**src/rtl/mult_cmd_driver.sv**
```systemverilog
// mult_cmd_driver: sequences LOAD_A/LOAD_B/START/wait/READ_LO/READ_HI on the multiplier
// wrapper bus and returns the 16-bit product over a valid/ready response port.
module mult_cmd_driver #(
    parameter int CALC_CYCLES = 4,
    parameter int CNT_W       = 4
) (
    input  logic        clk,
    input  logic        rst,
    input  logic        req_valid,
    output logic        req_ready,
    input  logic [7:0]  req_a,
    input  logic [7:0]  req_b,
    output logic        rsp_valid,
    input  logic        rsp_ready,
    output logic [15:0] rsp_product,
    output logic        busy,
    output logic [2:0]  comm,
    output logic [7:0]  in_8b,
    input  logic [7:0]  out_8b
);
    typedef enum logic [3:0] {IDLE, LD_A, LD_B, GO, WAIT, RD_LO, RD_HI, CAP, RESP} state_t;
    localparam logic [2:0] NOP = 3'd0, LOAD_A = 3'd1, LOAD_B = 3'd2, START = 3'd3,
                           READ_LO = 3'd4, READ_HI = 3'd5;

    state_t             state_q;
    logic [7:0]         b_q;
    logic [CNT_W-1:0]   cnt_q;
    logic [2:0]         comm_q;
    logic [7:0]         in_q;
    logic               rsp_valid_q;
    logic [15:0]        product_q;

    // comm/in_8b are loaded on the edge that enters a state, so they are valid throughout it
    always_ff @(posedge clk) begin
        if (rst) begin
            state_q     <= IDLE;
            b_q         <= 8'h00;
            cnt_q       <= '0;
            comm_q      <= NOP;
            in_q        <= 8'h00;
            rsp_valid_q <= 1'b0;
            product_q   <= 16'h0000;
        end else begin
            case (state_q)
                IDLE: if (req_valid) begin
                    b_q     <= req_b;
                    in_q    <= req_a;
                    comm_q  <= LOAD_A;
                    state_q <= LD_A;
                end
                LD_A: begin
                    in_q    <= b_q;
                    comm_q  <= LOAD_B;
                    state_q <= LD_B;
                end
                LD_B: begin
                    in_q    <= 8'h00;
                    comm_q  <= START;
                    state_q <= GO;
                end
                GO: begin
                    cnt_q   <= CNT_W'(CALC_CYCLES);
                    comm_q  <= (CALC_CYCLES == 0) ? READ_LO : NOP;
                    state_q <= (CALC_CYCLES == 0) ? RD_LO : WAIT;
                end
                WAIT: if (cnt_q == CNT_W'(1)) begin
                    comm_q  <= READ_LO;
                    state_q <= RD_LO;
                end else begin
                    cnt_q   <= cnt_q - CNT_W'(1);
                end
                RD_LO: begin
                    comm_q  <= READ_HI;
                    state_q <= RD_HI;
                end
                RD_HI: begin
                    product_q[7:0] <= out_8b;
                    comm_q         <= NOP;
                    state_q        <= CAP;
                end
                CAP: begin
                    product_q[15:8] <= out_8b;
                    rsp_valid_q     <= 1'b1;
                    state_q         <= RESP;
                end
                RESP: if (rsp_ready) begin
                    rsp_valid_q <= 1'b0;
                    state_q     <= IDLE;
                end
                default: begin
                    comm_q  <= NOP;
                    in_q    <= 8'h00;
                    state_q <= IDLE;
                end
            endcase
        end
    end

    assign req_ready   = (state_q == IDLE);
    assign busy        = (state_q != IDLE);
    assign comm        = comm_q;
    assign in_8b       = in_q;
    assign rsp_valid   = rsp_valid_q;
    assign rsp_product = product_q;
endmodule
```
**config.mk**
```make
export PLATFORM = sky130hd
export DESIGN_NAME = mult_cmd_driver
export DESIGN_NICKNAME = d
export VERILOG_FILES = /design/src/rtl/mult_cmd_driver.sv
export SDC_FILE = /design/constraint.sdc
export NUM_CORES = 1
export LEC_CHECK = 0
export CAP_MARGIN = 20
export CORE_MARGIN = 3
export CORE_UTILIZATION = 32
export CTS_CLUSTER_SIZE = 30
export DETAILED_ROUTE_END_ITERATION = 10
export SYNTH_ARGS = -nofsm -noshare
export SYNTH_HDL_FRONTEND = slang
export SYNTH_SLANG_ARGS = --single-unit
```
**constraint.sdc**
```tcl
create_clock -name clk -period 2.15 [get_ports clk]
set_clock_uncertainty 0.15 [all_clocks]
set_input_delay 0.3225 -clock clk [delete_from_list [all_inputs] [get_ports clk]]
set_output_delay 0.3225 -clock clk [all_outputs]
set_load 0.02 [all_outputs]
```
======== After elaboration in Yosys (flattened, before gate mapping) ========
Cells that the tools add are included.
cells by class
  order comparisons ....................... 0
  divide/modulo/power cells ............... 0
  multiplexer cells ....................... 13
  bitwise logic cells ..................... 2
  $mul .................................... 0
  shift operators ......................... 0
  add/sub/neg operators ................... 1
  reductions and logical operators ........ 12
  eq/ne operators ......................... 13
operator list
  kind                 number
  $pmux 4 s9           1
  $pmux 8 s3           1
  $pmux 3 s6           1
  $eq 4x3->1 const B   4
  $mux 4               4
  $eq 4x1->1 const B   2
  $eq 4x2->1 const B   2
  $mux 8               1
  $ne 2x2->1 const B   4
  $pmux 4 s2           1
  $reduce_and 2->1     4
  $mux 3               2
  $reduce_and 3->1     2
  $reduce_or 6->1      1
  $eq 4x4->1 const B   1
  $logic_not 4->1      1
  $reduce_bool 2->1    2
  $reduce_bool 4->1    1
  $sub 4x1->4 const B  1
  $not 1->1            2
  $pmux 1 s2           1
  $reduce_or 2->1      1
  $mux 1               1
word-level totals
  input bits .............................. 28
  logic and storage cells ................. 49
  memory bits (writable) .................. 0
  bits in registers ....................... 44
  latch bits .............................. 0
  memories ................................ 0
  memory bits (read-only) ................. 0
  output and inout port bits .............. 30

======== Logic depth before layout (Yosys ltp) ========
  depth in word-level cells ............... 4
  mapped depth ............................ 6
  gate-level depth less buffers ........... 5

======== Least setup slack after synthesis ========
No wires, ideal clock.
  path kind ............................... reg2reg
  start point ............................. register state_q[3]
  end point ............................... register cnt_q[0]
  clock period less this slack ............ 1.786 ns
  required time ........................... 1.935 ns
  buffers on the path ..................... 1
  slack ................................... 0.364 ns
  stages on the path, launching flop included .. 6
  arrival ................................. 1.571 ns
  path through ............................ dfxtp_1 -> buf_6 -> or4b_4 -> a21oi_2 -> mux2_2 -> nor2_1
between the ends
  longest elaborated chain between the ends .. 3
  elaborated cells between the ends (all ways) .. 6
  those cells by class .................... eq/ne: 3; mux: 1; reduce/logical: 2
ends and longest elaborated chain
  what                                                       RTL line  source
  start: declaration                                         25        state_t state_q;
  start signal: assignment                                   64        state_q <= (CALC_CYCLES == 0) ? RD_LO : WAIT;
  $eq 4x3->1 or $eq 4x2->1 (tied branches)                   44        case (state_q)
  $ne 2x2->1 (no line) or $reduce_bool 2->1 (tied branches)  -
  $reduce_and 2->1 (no line)                                 -
  end signal: assignment                                     62        cnt_q <= CNT_W'(CALC_CYCLES);
  end signal: assignment                                     70        cnt_q <= cnt_q - CNT_W'(1);
  end: declaration                                           27        logic [CNT_W-1:0] cnt_q;
Several ways; a longest one is shown, not always the timed one.
A chain may end at the register's enable or synchronous reset.

======== Worst setup path in the final report ========
  start point ............................. register state_q[2]
  end point ............................... output port busy
between the ends
  longest elaborated chain between the ends .. 1
ends and longest elaborated chain
  what               RTL line  source
  $reduce_bool 4->1  100       assign busy = (state_q != IDLE);
  end: declaration   16        output logic busy,
No other way between the ends.

==> impl_summary.log <==
INFO  metric rsz0062_at_grt = false
INFO  metric final-hold-violation-count = 0
INFO  metric cts_inserted_buffers = 5
INFO  metric synth.yosys.seq_area_share = 45.7%
INFO  metric place_area = 0.00262 mm2
INFO  metric synth_enable_flop_cells = 0
INFO  metric post-route-util = 48.3%
INFO  metric critPathKind = flop to output port
INFO  metric route.final.wire_length = 4850 um
INFO  metric drtPass1Iterations = 4
INFO  metric cts_tree = yes
INFO  metric chipHeight = 83.6 um
INFO  metric gr-usage-met3 = 4.84%
INFO  metric setup.worst_path.start_class = flop
INFO  metric min_period_over_period = 91.1%
INFO  metric worst_margin_slew = 446 ps
INFO  metric met2_usage = 22.3%
INFO  metric flow.area_growth_from_synthesis = 42.4%
INFO  metric synth_ff_type = dfxtp_1
INFO  metric setup.worst_path.end_class = output port
INFO  metric postSynthNetCount = 245
INFO  metric global_route_wire_length_before_repair = 8320 um
INFO  metric timing.critical_path.arrival = 1490 ps
INFO  metric timing.slew.headroom = 70.3%
INFO  metric syn_avg_cell_area = 8.96 um2
INFO  metric postCtsHoldBufs = 0
INFO  metric grt_max_degree = 46
INFO  metric required = 1680 ps
INFO  metric top_usage_layer = met2
INFO  metric yosysWarnings = 0
INFO  metric async_reset_ff_share = 0%
INFO  metric power.leakage = 0.966 nW
INFO  metric drt_iter0_drc = 82
INFO  metric layout.cell_area.non_filler = 0.00274 mm2
INFO  metric report.final.slew_viol_count = 0
INFO  metric cts_root_buffer = clkbuf_8
INFO  metric min_path_type = flop to flop
INFO  metric grt-ovfl-total = 0
INFO  metric port_buffers = 57
INFO  metric finish.net_count = 305
INFO  metric ys_types = 38
INFO  metric clock_path_buffers = 2
INFO  metric detailed_place_hpwl = 3500 um
INFO  metric post_cts_buffers = 0
INFO  metric dieWidth = 83.6 um
INFO  metric cts_num_sinks = 44
INFO  metric synth_cells = 215
INFO  metric route.antenna.remaining_nets = 0
INFO  metric layout_min_cycle_time = 1960 ps
INFO  metric ios = 58
INFO  metric num_rows = 27
INFO  metric post_route_cells_drive_above_1_share = 11.6%
INFO  metric max-vdd-ir-drop = 472 uV
INFO  metric vias = 1746
INFO  metric groute.usage.overall = 14.5%
INFO  metric wl_per_cell = 13.9 um
INFO  metric core_region_area = 0.00568 mm2
INFO  metric cts_max_level = 2
INFO  metric groute.layer.met1.usage = 18.9%
INFO  metric insertion_delay = 300 ps
INFO  metric setup_viol_count_final = 0
INFO  metric cp_max_fo = 11
INFO  metric grt_pass1_vias = 1753
INFO  metric via_per_inst = 5.02
INFO  metric power_per_cell_area = 804 mW/mm2
INFO  metric insertedDiodeCount = 0
INFO  metric result_of_the_run = finished clean
INFO  metric post-route-drc-count = 0
INFO  metric die_area = 0.00698 mm2
INFO  metric gp_congestion = 0.823
INFO  metric postSynthRegisterBits = 44
INFO  metric max-cap-violations = 0
INFO  metric totalNegativeSetupSlack = 0 ps
INFO  metric clk_transition_reported_paths = 90 ps
INFO  metric start_util = 33.9%
INFO  metric synth_area = 0.00193 mm2
INFO  metric antenna_found_initial = 0
INFO  metric timing.fmax = 0.511 GHz
==> layer usage <==
| metal | vias up | routed length, um |
|---|---|---|
| li1 | 871 | - |
| met1 | 818 | 2180 |
| met2 | 49 | 2230 |
| met3 | 8 | 374 |
| met4 | 0 | 68 |
| met5 | - | 0 |
==> registers in the layout, summed over array words and instances, names as in the netlist <==
| register | flops |
|---|---|
| state_q | 4 |
| rsp_product | 16 |
| rsp_valid | 1 |
| cnt_q | 4 |
| b_q | 8 |
| comm | 3 |
| in_8b | 8 |
==> final timing paths <==
kind | from | endpoint | slack, ps | depth (start not counted)
setup / recovery | state_q[2]$_SDFFE_PP0P_ | busy | 190 | 4
hold / removal | rsp_product[10]$_SDFFE_PP0P_ | rsp_product[10]$_SDFFE_PP0P_ | 310 | 2
setup reg to reg | state_q[2]$_SDFFE_PP0P_ | comm[2]$_SDFFE_PP0P_ | 270 | 4
hold reg to reg | rsp_product[10]$_SDFFE_PP0P_ | rsp_product[10]$_SDFFE_PP0P_ | 310 | 2
==> placed cells by master (no fill, tap or decap), types with 2 or more instances in the layout <==
master | synthesis | final
a21oi_1 | 19 | 19
buf_4 | 0 | 12
clkbuf_8 | 0 | 6
clkdlybuf4s50_1 | 0 | 55
dfxtp_1 | 44 | 44
dlygate4sd2_1 | 0 | 2
ha_1 | 2 | 2
inv_1 | 5 | 5
mux2_2 | 3 | 3
mux2i_1 | 17 | 17
nand2_1 | 29 | 29
nand2b_1 | 3 | 3
nand3_1 | 8 | 8
nand3b_1 | 9 | 9
nor2_1 | 19 | 19
nor3_1 | 8 | 8
nor4_2 | 1 | 2
o21ai_0 | 2 | 2
o31ai_1 | 9 | 9
or3_1 | 2 | 2
==> worst max-delay path, stage by stage, from the launching register on <==
cell	delay [ps]
dfxtp_1	370
nor4_2	260
buf_4	210
inv_1	50
dlygate4sd2_1	310
==> cell families after synthesis <==
logic type,synth area share [%]
buffers and inverters,5.07
xor gates and xnor gates,0.910
adders and majority gates,1.30
AOI/OAI and AO/OA,13.6
and+or+nand+nor,22.8
DFF,45.7
muxes,10.6
==> Yosys cell counts, types with 2 or more instances <==
cell type  number  share of area [%]
buf_2           6                1.6
nand3b_1        9                3.5
mux2i_1        17                8.8
clkbuf_1        9                1.8
dfxtp_1        44                 46
or3_1           2               0.65
a21oi_1        19                4.9
nor3_1          8                2.1
ha_1            2                1.3
o21ai_0         2               0.52
mux2_2          3                1.8
nand2_1        29                5.7
nand2b_1        3               0.97
inv_1           5               0.97
nor2_1         19                3.7
o31ai_1         9                3.5
nand3_1         8                2.1
==> where the power goes <==
part	switching, W	internal [W]
registers	0.0000526	0.000890
clock network	0.000296	0.000380
logic	0.000311	0.000276
total	0.000659	0.00155
==> final cells by class <==
class / instances / area [um2]
Tap cell: 72 / 90.1
Timing Repair Buffer: 70 / 678
Sequential cell: 44 / 881
Clock buffer: 6 / 82.6
Fill cell: 563 / 2930
Inverter: 5 / 18.8
Clock inverter: 2 / 38.8
Multi-Input combinational cell: 149 / 953
==> timing repair <==
item | CTS | global route
setup endpoints to repair | 2 | 1
resized for setup | 2 | 1
cloned | 0 | 0
==> per-stage QoR <==
| step | instances | worst slack (ps) | power, W | hold slack, ps |
|---|---|---|---|---|
| global route | 348 | 57.3 | 0.00232 | 342 |
| finish | 348 | 192 | 0.00221 | 310 |
| global placement | 340 | 192 | 0.00155 | 290 |
| detailed placement | 340 | 155 | 0.00156 | 299 |
| floorplan | 215 | 364 | 0.00131 | 286 |
| CTS | 348 | 147 | 0.00222 | 314 |
Note: power is estimated with default switching activity, not from simulation.
